==> src/rtl/req_arbiter_pkg.sv <==
// rtl/req_arbiter_pkg.sv - shared types, defaults and highest-set-bit helper for req_arbiter
package req_arbiter_pkg;

  typedef enum logic {
    IDLE  = 1'b0,
    GRANT = 1'b1
  } state_e;

  localparam int N_REQ_DEF    = 8;
  localparam int MAX_HOLD_DEF = 15;
  localparam int VEC_MAX      = 16;

  // Index of the highest set bit; an all-zero vector yields 0.
  function automatic int hi_index(input logic [VEC_MAX-1:0] vec);
    int idx;
    idx = 0;
    for (int i = 0; i < VEC_MAX; i++) begin
      if (vec[i]) idx = i;
    end
    return idx;
  endfunction

endpackage

==> src/rtl/req_arbiter_prio_enc_n.sv <==
// rtl/req_arbiter_prio_enc_n.sv - combinational highest-set-bit encoder with any-set flag
module prio_enc_n
  import req_arbiter_pkg::*;
#(
  parameter int N = 8,
  parameter int W = $clog2(N)
) (
  input  logic [N-1:0] vec_i,
  output logic [W-1:0] idx_o,
  output logic         any_o
);

  logic [VEC_MAX-1:0] ext;

  always_comb begin
    ext        = '0;
    ext[N-1:0] = vec_i;
  end

  assign idx_o = W'(hi_index(ext));
  assign any_o = |vec_i;

endmodule

==> src/rtl/req_arbiter.sv <==
// rtl/req_arbiter.sv - N-way request arbiter with hold timeout; REQ_ARBITER_ROUND_ROBIN_EN
// selects round-robin priority instead of fixed highest-index priority.
module req_arbiter
  import req_arbiter_pkg::*;
#(
  parameter int N_REQ    = N_REQ_DEF,
  parameter int MAX_HOLD = MAX_HOLD_DEF,
  parameter int IDX_W    = $clog2(N_REQ)
) (
  input  logic             clk,
  input  logic             rst_n,
  input  logic [N_REQ-1:0] req,
  input  logic             done,
  output logic [N_REQ-1:0] gnt,
  output logic [IDX_W-1:0] gnt_idx,
  output logic             gnt_valid,
  output logic             timeout
);

  localparam int HOLD_W = (MAX_HOLD < 2) ? 1 : $clog2(MAX_HOLD + 1);
  localparam logic [HOLD_W-1:0] HOLD_LAST = HOLD_W'((MAX_HOLD > 0) ? MAX_HOLD - 1 : 0);

  state_e             state_q, state_d;
  logic [N_REQ-1:0]   gnt_q, gnt_d;
  logic [IDX_W-1:0]   idx_q, idx_d;
  logic [IDX_W-1:0]   last_q, last_d;
  logic [HOLD_W-1:0]  hold_q, hold_d;
  logic               timeout_q, timeout_d;

  logic [IDX_W-1:0]   win_idx;
  logic               win_any;
  logic               rel_done, rel_drop, rel_limit, release_now;

`ifdef REQ_ARBITER_ROUND_ROBIN_EN
  logic [N_REQ-1:0]   req_masked;
  logic [IDX_W-1:0]   idx_masked, idx_full;
  logic               any_masked;

  // Only indices below the last owner stay eligible in the masked vector.
  always_comb begin
    req_masked = '0;
    for (int i = 0; i < N_REQ; i++) begin
      req_masked[i] = req[i] && (i < int'(last_q));
    end
  end

  prio_enc_n #(.N(N_REQ), .W(IDX_W)) u_enc_masked (
    .vec_i (req_masked),
    .idx_o (idx_masked),
    .any_o (any_masked)
  );

  prio_enc_n #(.N(N_REQ), .W(IDX_W)) u_enc_full (
    .vec_i (req),
    .idx_o (idx_full),
    .any_o (win_any)
  );

  assign win_idx = any_masked ? idx_masked : idx_full;
`else
  prio_enc_n #(.N(N_REQ), .W(IDX_W)) u_enc (
    .vec_i (req),
    .idx_o (win_idx),
    .any_o (win_any)
  );
`endif

  assign rel_done    = done;
  assign rel_drop    = !req[idx_q];
  assign rel_limit   = (MAX_HOLD != 0) && (hold_q == HOLD_LAST);
  assign release_now = (state_q == GRANT) && (rel_done || rel_drop || rel_limit);

  always_ff @(posedge clk) begin
    if (!rst_n) begin
      state_q   <= IDLE;
      gnt_q     <= '0;
      idx_q     <= '0;
      last_q    <= '0;
      hold_q    <= '0;
      timeout_q <= 1'b0;
    end else begin
      state_q   <= state_d;
      gnt_q     <= gnt_d;
      idx_q     <= idx_d;
      last_q    <= last_d;
      hold_q    <= hold_d;
      timeout_q <= timeout_d;
    end
  end

  always_comb begin
    state_d = state_q;
    hold_d  = hold_q;
    case (state_q)
      IDLE: begin
        if (win_any) begin
          state_d = GRANT;
          hold_d  = '0;
        end
      end
      GRANT: begin
        if (release_now) begin
          state_d = IDLE;
        end else if (hold_q != {HOLD_W{1'b1}}) begin
          hold_d = hold_q + 1'b1;
        end
      end
      default: state_d = IDLE;
    endcase
  end

  always_comb begin
    gnt_d     = gnt_q;
    idx_d     = idx_q;
    last_d    = last_q;
    timeout_d = 1'b0;
    if (state_q == IDLE) begin
      if (win_any) begin
        gnt_d = {{(N_REQ-1){1'b0}}, 1'b1} << win_idx;
        idx_d = win_idx;
      end
    end else if (release_now) begin
      gnt_d     = '0;
      idx_d     = '0;
      last_d    = idx_q;
      timeout_d = rel_limit && !rel_done && !rel_drop;
    end
  end

  assign gnt       = gnt_q;
  assign gnt_idx   = idx_q;
  assign gnt_valid = (state_q == GRANT);
  assign timeout   = timeout_q;

endmodule

==> config.mk <==
export PLATFORM = sky130hd
export DESIGN_NAME = req_arbiter
export DESIGN_NICKNAME = d
export VERILOG_FILES = /design/src/rtl/req_arbiter_pkg.sv /design/src/rtl/req_arbiter_prio_enc_n.sv /design/src/rtl/req_arbiter.sv
export SDC_FILE = /design/constraint.sdc
export NUM_CORES = 1
export LEC_CHECK = 0
export CAP_MARGIN = 20
export CORE_ASPECT_RATIO = 0.75
export CORE_UTILIZATION = 33
export DETAILED_ROUTE_END_ITERATION = 16
export PLACE_DENSITY = 0.65
export SYNTH_ARGS = -nofsm -noshare
export SYNTH_HDL_FRONTEND = slang
export SYNTH_SLANG_ARGS = --single-unit
export TNS_END_PERCENT = 50
==> constraint.sdc <==
create_clock -name clk -period 2.1 [get_ports clk]
set_clock_uncertainty 0.15 [all_clocks]
set_input_delay 0.42 -clock clk [delete_from_list [all_inputs] [get_ports clk]]
set_output_delay 0.42 -clock clk [all_outputs]
set_load 0.01 [all_outputs]
Word-level counts from Yosys, hierarchy flattened
Cells that the tools add are included.
- multipliers: 0
- equality and inequality tests: 6
- div/mod/pow operators: 0
- reduce and logical (&&, ||, !) cells: 12
- bitwise gates (word level): 1
- add/subtract/negate cells: 1
- order comparisons: 1
- muxes and demuxes: 22
- shift-type cells: 1
- operators with widths (cell ; count):
    two-way mux 3 bit ; 8
    two-way mux 8 bit ; 3
    two-way mux 4 bit ; 3
    one-hot mux 4 bit (2 select lines) ; 1
    OR reduction 8 bit ; 1
    << shifter 1 x 3 -> 8 bit, first input constant ; 1
    != test 2 x 1 -> 1 bit, second input constant ; 3
    AND reduction 3 bit ; 2
    adder 4 x 1 -> 4 bit, second input constant ; 1
    == test 4 bit, second input constant ; 1
    < comparator 3 x 4 -> 1 bit, second input constant ; 1
    two-way mux 1 bit ; 4
    != test 4 bit, second input constant ; 1
    binary-select mux 1 bit (select 3 bit) ; 1
    logical AND 1 bit ; 3
    logical NOT 1 bit ; 2
    logical OR 1 bit ; 2
    two-way mux 2 bit ; 1
    != test 2 bit, second input constant ; 1
    one-hot mux 1 bit (2 select lines) ; 1
    AND reduction 2 bit ; 1
    nonzero test 2 bit ; 1
    inverter 1 bit ; 1
- register bits: 17
- memories kept: 0
- memory bits (read-only): 0
- input port bits: 11
- logic and storage cells: 49
- latch bits: 0
- bits in writable memories: 0

Longest topological paths before layout
- word-level depth: 10
- gate-level depth with buffers: 5
- gate-level depth less buffers: 5

By module
Synthesis repeated with hierarchy kept, for this count alone.
- cell total of the unflattened synthesis: 116
- area, all modules: 959.7 um^2
- modules (own cells, without submodules) (module ; seq. area each (um^2) ; instances ; area each (um^2) ; cells an instance):
    req_arbiter ; 340.3 ; 1 ; 893.4 ; 104
    prio_enc_n ; 0.0 ; 1 ; 66.3 ; 12

Worst setup path after synthesis
OpenSTA, ideal clock, no wires.
- kind: reg2reg
- start: register idx_q[0], in the netlist gnt_idx[0]
- end: register hold_q[0]
- required time: 1878 ps
- stages on the path, launching flop included: 6
- arrival time: 1492 ps
- setup time: 72 ps
- path slack: 387 ps
- buffers on the path: 1
- cell sequence: dfxtp_1 > buf_6 > mux2i_1 > a221oi_4 > and4_2 > mux2i_1
- longest elaborated chain between the ends: 8
- RTL lines (what ; RTL line ; text):
    from (decl) ; req_arbiter.sv:25 ; logic [IDX_W-1:0] idx_q, idx_d;
    from (signal assigned) ; req_arbiter.sv:84 ; idx_q <= idx_d;
    binary-select mux 1 bit (select 3 bit) ; req_arbiter.sv:69 ; assign rel_drop = !req[idx_q];
    two-way mux 1 bit (not written as such) ; req_arbiter.sv:69 ;
    logical NOT 1 bit ; req_arbiter.sv:69 ;
    logical OR 1 bit (2 in series) ; req_arbiter.sv:71 ; assign release_now = (state_q == GRANT) && (rel_done || rel_drop || rel_limit);
    logical AND 1 bit ; req_arbiter.sv:71 ;
    != test 2 bit (no source line) ; -- ;
    AND reduction 3 bit (no source line) ; -- ;
    to (signal assigned) ; req_arbiter.sv:86 ; hold_q <= hold_d;
    to (decl) ; req_arbiter.sv:27 ; logic [HOLD_W-1:0] hold_q, hold_d;
Every way passes these cells. The select of a mux whose other input is x is not followed.
A chain may end at the register's enable or synchronous reset.

Worst setup path in the final report
- start: input req[4]
- end: register gnt_q[0], in the netlist gnt[0]
- longest elaborated chain between the ends: 8
- RTL lines (what ; RTL line ; text):
    from (decl) ; req_arbiter.sv:12 ; input logic [N_REQ-1:0] req,
    binary-select mux 1 bit (select 3 bit) ; req_arbiter.sv:69 ;
    two-way mux 1 bit (not written as such) ; req_arbiter.sv:69 ;
    logical NOT 1 bit ; req_arbiter.sv:69 ;
    logical OR 1 bit (2 in series) ; req_arbiter.sv:71 ;
    logical AND 1 bit ; req_arbiter.sv:71 ;
    != test 2 x 1 -> 1 bit (no source line) ; -- ;
    AND reduction 2 bit (no source line) ; -- ;
    to (signal assigned) ; req_arbiter.sv:83 ; gnt_q <= gnt_d;
    to (decl) ; req_arbiter.sv:24 ; logic [N_REQ-1:0] gnt_q, gnt_d;
Several ways; a longest one is shown, not always the timed one. The select of a mux whose other input is x is not followed.

==> impl_metrics.env <==
export IMPL_hp_start="gnt[2]"
export IMPL_synth_seq_cells=17
export IMPL_power_internal_uw=573
export IMPL_vias=981
export IMPL_antennaDiodeCount=0
export IMPL_fmax_mhz=497
export IMPL_path_depth=6
export IMPL_p_sw_uw=241
export IMPL_rrSetupSlack_ps=230
export IMPL_worstRegToRegCells=4
export IMPL_fin_cells=187
export IMPL_hold_depth=2
export IMPL_io_pins=24
export IMPL_drcViolationCount=0
export IMPL_switching_share=0.296
export IMPL_fin_area_mm2=0.00139
export IMPL_outcome="complete, no violations"
export IMPL_via_per_inst=5.25
export IMPL_synth_enable_flop_cells=0
export IMPL_syn2layout_area_growth_pct=43.4
export IMPL_cts_tree="done"
export IMPL_p_leak_nw=0.509
export IMPL_synthCells=112
export IMPL_cts_clk_slew_worst_paths_ps=70
export IMPL_yosysWarningCount=0
export IMPL_grt_pass1_wl_um=4290
export IMPL_dr_pass1_iters=4
export IMPL_hold_buffers=0
export IMPL_wire_per_inst_um=13.7
export IMPL_dieWidth_um=64.6
export IMPL_cts_sinks=17
export IMPL_die_area_mm2=0.00316
export IMPL_numCtsBuffers=3
export IMPL_h_tree_depth=1
export IMPL_slowest_delay_ps=620
export IMPL_start_util=0.359
export IMPL_drive_gt1_frac=0.179
export IMPL_ant_nets=0
export IMPL_clock_power_share=0.313
export IMPL_antenna_found_initial=0
export IMPL_cp_arrival_ps=2030
export IMPL_path_class="in -> reg"
export IMPL_final_nets=165
export IMPL_cts_resized=0
export IMPL_grt_usage=0.177
export IMPL_worst_pin_slew_ps=374
export IMPL_power_density_mw_per_mm2=586
export IMPL_maxCapViolCount=0
export IMPL_critical_path_endpoint_type="register"
export IMPL_cts_buffer_depth=2
export IMPL_routed_wirelength_um=2560
export IMPL_rsz0062_at_grt="false"
export IMPL_grt_max_degree=14
export IMPL_hold_violations=0
export IMPL_syn_area_per_cell_um2=8.66
export IMPL_post_cts_setup_buffer_count=0
export IMPL_slew_headroom=0.750
export IMPL_detailed_place_area_mm2=0.00134
export IMPL_ys_flop_type="dfxtp_1"
export IMPL_hold_path_end="gnt[2]"
export IMPL_ys_seq_area_frac=0.351
export IMPL_critical_path_peak_fanout=4
export IMPL_fin_util=0.514
export IMPL_async_flop_share=0
export IMPL_path_delay_family="simple AND/OR/NAND/NOR gates"
export IMPL_clk_latency_ps=250
export IMPL_ys_types=36
export IMPL_dpl_cell_count=183
export IMPL_core_area_mm2=0.00270
export IMPL_power_uw=815
export IMPL_hpwl_um=2030
export IMPL_rows=16
export IMPL_slew_viol_final=0
export IMPL_fin_setup_tns_ps=0
export IMPL_holdWs_ps=328
export IMPL_grt_overflow_total=0
export IMPL_first_global_vias=891
export IMPL_place_ws_ps=-162
export IMPL_required_ps=2120
export IMPL_period_needed_ps=2010
export IMPL_reg2reg_from="gnt_idx[0]"
export IMPL_place_congestion=0.837
export IMPL_crit_path_cell_trace="clkdlybuf4s50_1 -> buf_4 -> nor2_1 -> nand4_1 -> or4b_2 -> o31ai_1"
export IMPL_p_comb_frac=0.248
export IMPL_cp_buffers_inverters=2
export IMPL_drt_initial_drc_count=46
export IMPL_share_seq_of_total_power=0.439
export IMPL_hp_class="reg -> reg"
export IMPL_portBuffers=23
export IMPL_die_h_um=48.9
export IMPL_fin_crit_sh=0.959
export IMPL_rr_endpoint="gnt[4]"
export IMPL_cpMaxStageDelayCell="or4b_2"
export IMPL_cp_start_kind="primary input"
export IMPL_post_route_worst_setup_slack_ps=87.1
export IMPL_root_buffer="clkbuf_8"
export IMPL_syn_cell_area_um2=970
export IMPL_finalSetupViolCount=0
export IMPL_vdd_drop_max_mv=0.399
export IMPL_synth_nets=125
[worst max-delay path by stage]
stage | startpoint | end | slack, ps
6_report | req[4] | gnt[0] | 90
2_1_floorplan | gnt_idx[0] | hold_q[0] | 390
3_3_place_gp | req[6] | gnt[5] | -160
5_1_grt | gnt_valid | gnt_valid | 40
3_5_place_dp | req[4] | gnt[0] | -160
4_1_cts | req[4] | gnt[0] | 100
[metal layers]
metal	vias up	share of wire	track usage
met4	0	0.0074	0.0333
met1	448	0.53	0.261
met5	-	0	0
met2	35	0.40	0.256
met3	2	0.057	0.0491
li1	496	-	-
[state kept, by name (all words and copies together), names as in the netlist]
name / flops
gnt: 8
gnt_valid: 1
timeout: 1
gnt_idx: 3
hold_q: 4
[power by group through the flow]
stage	combinational (mW)	sequential, mW	clock, mW
final	0.202	0.358	0.255
after global routing	0.217	0.361	0.287
after CTS	0.201	0.357	0.265
after detailed placement	0.200	0.365	0
after global placement	0.198	0.364	0
after floorplan	0.109	0.359	0
[kinds of logic after synthesis]
group,after synthesis,share of synthesized area
AO/OA/AOI/OAI,27,0.248
multiplexers,6,0.0632
adder cells (fa/ha/maj),2,0.0258
AND/OR/NAND/NOR,47,0.253
buffers and inverters,13,0.0593
flip-flops,17,0.351
[layout by cell type (no fill, tap or decap), types with 2 or more instances in the layout]
cell type         n
inv_1             9
clkdlybuf4s50_1  23
and2_1            2
nor4_1            2
ha_1              2
nand2_1           7
o31ai_1           2
nor3_1            4
a31oi_1           2
nand4_1           4
nor2_1            9
nand3_1           9
buf_4            16
a22oi_1           2
dfxtp_1          17
o32ai_1           5
o21bai_1          3
mux2i_1           5
o22ai_1           3
clkbuf_8          3
nor2b_1           6
[synthesized netlist by cell type, types with 2 or more instances]
library cell | instances | area share
dfxtp_1 | 17 | 0.35
o21bai_1 | 3 | 0.023
mux2i_1 | 5 | 0.052
o22ai_1 | 3 | 0.019
inv_1 | 9 | 0.035
nand3_1 | 9 | 0.046
nor3_1 | 4 | 0.021
nand4_1 | 4 | 0.026
o32ai_1 | 5 | 0.045
and2_1 | 2 | 0.013
nand2_1 | 7 | 0.027
o31ai_1 | 2 | 0.015
nor2b_1 | 6 | 0.039
a22oi_1 | 2 | 0.015
ha_1 | 2 | 0.026
a31oi_1 | 2 | 0.013
nor4_1 | 2 | 0.013
nor2_1 | 9 | 0.035
clkbuf_1 | 2 | 0.0077
[area by class of cell]
cell class	instances	area [µm²]
multi-input combinational	82	572
sequential	17	340
fill	260	1310
tap	36	45.0
timing repair buffer	39	350
inverter	9	33.8
clock buffer	3	41.3
clock inverter	1	7.51
[tightest hold or removal path, cell delays in order (launching register included)]
cell and delay (ps):
dfxtp_1 310, inv_1 40, o32ai_1 70
(Power assumes the default switching activity.)
==> edit (config.mk and constraints unchanged) <==
Register the output `timeout` once more, without a reset; this adds one clock of latency there. The other outputs are not delayed to match.
--- a/src/rtl/req_arbiter.sv
+++ b/src/rtl/req_arbiter.sv
@@ -130,7 +130,9 @@
   assign gnt       = gnt_q;
   assign gnt_idx   = idx_q;
   assign gnt_valid = (state_q == GRANT);
-  assign timeout   = timeout_q;
+  always_ff @(posedge clk) begin
+    timeout <= timeout_q;
+  end
 
 endmodule
 
Function: same outputs for any inputs over 10 cycles, from zero or initial values and one cycle with rst_n low; that may be too few to reach the edited logic, so the function may still have changed.
==> edit against the unedited design <==
  * Utilization grew 1.2 points
  * Worst setup slack lost 0.024 ns
  * Largest power group unchanged
  * Sequential cell count grew 1
  * Design area grew 11%
  * Sequential power grew 4%
  * Total power grew 7.1%
  * Area after synthesis grew 5.0%
  * Wire length grew 9.6%
  * Die area grew 4.8%
  * Global-route usage grew 0.61 points
  * Critical path depth is the same
  * Count of clock-buffer cells in the layout grew 1
  * First-iteration DRC count shrank 26%
==> edit: results <==
INSERT INTO impl_metrics (metric_group, metric, value, unit) VALUES
('status', 'run_status', 'finished clean', ''),
('detailed_routing', 'route.vias.total', '1097', ''),
('synth', 'synthesis.area_per_instance', '8.49', 'sq um'),
('synth', 'synth.yosys.seq_area_share', '0.354', ''),
('detailed_routing', 'first_iter_violations', '34', ''),
('layout', 'nFillCells', '267', ''),
('global_routing', 'grt_usage', '0.183', ''),
('sta', 'tightestPinTransition', '0.396', 'ns'),
('layout', 'final_layout_size_suffix_gt1_frac', '0.236', ''),
('place', 'place.detailed.hpwl', '2090', 'microns'),
('power_and_ir_drop', 'p_leak', '0.576', 'nW'),
('layout', 'fin_nets', '179', ''),
('synth', 'yosysUniqueCellTypes', '42', ''),
('detailed_routing', 'detail_route.wirelength', '2800', 'microns'),
('global_routing', 'grt_max_degree', '12', ''),
('synth', 'synth.top_cells.by_area', 'sky130_fd_sc_hd__dfxtp_1 (35%), sky130_fd_sc_hd__nand3_1 (4.4%), sky130_fd_sc_hd__inv_1 (4.1%), sky130_fd_sc_hd__mux2i_1 (3.9%), sky130_fd_sc_hd__nor2_1 (3.3%)', ''),
('worst_setup_path', 'crit_path_top_delay_cell', 'sky130_fd_sc_hd__clkdlybuf4s50_1', ''),
('worst_setup_path', 'critical_path_peak_fanout', '6', ''),
('synth', 'synth_common_cells', 'sky130_fd_sc_hd__dfxtp_1 (18), sky130_fd_sc_hd__inv_1 (11), sky130_fd_sc_hd__nand3_1 (9), sky130_fd_sc_hd__nor2_1 (9), sky130_fd_sc_hd__nand2_1 (6)', ''),
('global_routing', 'first_pass_grt_wire_length', '4590', 'microns');
edit: cell type report:
cell class	count	area (sq um)	area share
Multi-Input combinational cell	86	639	0.414
Timing Repair Buffer	45	397	0.257
Tap cell	38	47.5	0.0308
Inverter	12	45.0	0.0292
Clock buffer	4	55.1	0.0357
Sequential cell	18	360	0.233
edit: worst max-delay path: cells and delay by family:
family	cells	cell delay [ns]
compound gates	3	0.82
buf+inv	2	0.70
mux	1	0.12
edit: stage by stage:
step	instance area [sq um]	util
after floorplan	1020	-
after global placement	1430	0.487
after detailed placement	1430	0.487
after CTS	1500	0.512
after global routing	1540	0.526
final	1540	0.526
edit: routing by layer:
layer | track usage | part of all wire
met5 | 0 | 0
met1 | 0.252 | 0.49
met3 | 0.0486 | 0.057
met4 | 0.0461 | 0.016
met2 | 0.282 | 0.44
edit: power by group:
group,switching [mW],internal (mW)
sequential,0.0188,0.353
combinational,0.102,0.109
clock,0.123,0.167
edit: path summary, 6_finish.rpt:
check	start	end	slack (ns)	cells after the start
setup / recovery	req[2]	gnt[1]	0.06	6
hold reg to reg	timeout_q	timeout	0.18	0
setup reg to reg	gnt_idx[0]	gnt[1]	0.17	4
hold / removal	timeout_q	timeout	0.18	0
edit: logic make-up after synthesis:
| family | synth area share |
|---|---|
| DFF | 0.354 |
| and+or+nand+nor | 0.247 |
| muxes | 0.0504 |
| AOI/OAI and AO/OA | 0.263 |
| buffers and inverters | 0.0614 |
| adders and majority gates | 0.0246 |
edit: repair_timing:
item	in CTS	in global routing
pin swaps	3	3
buffers inserted	1	1
endpoints found under the setup margin	13	11
resized for setup	4	6
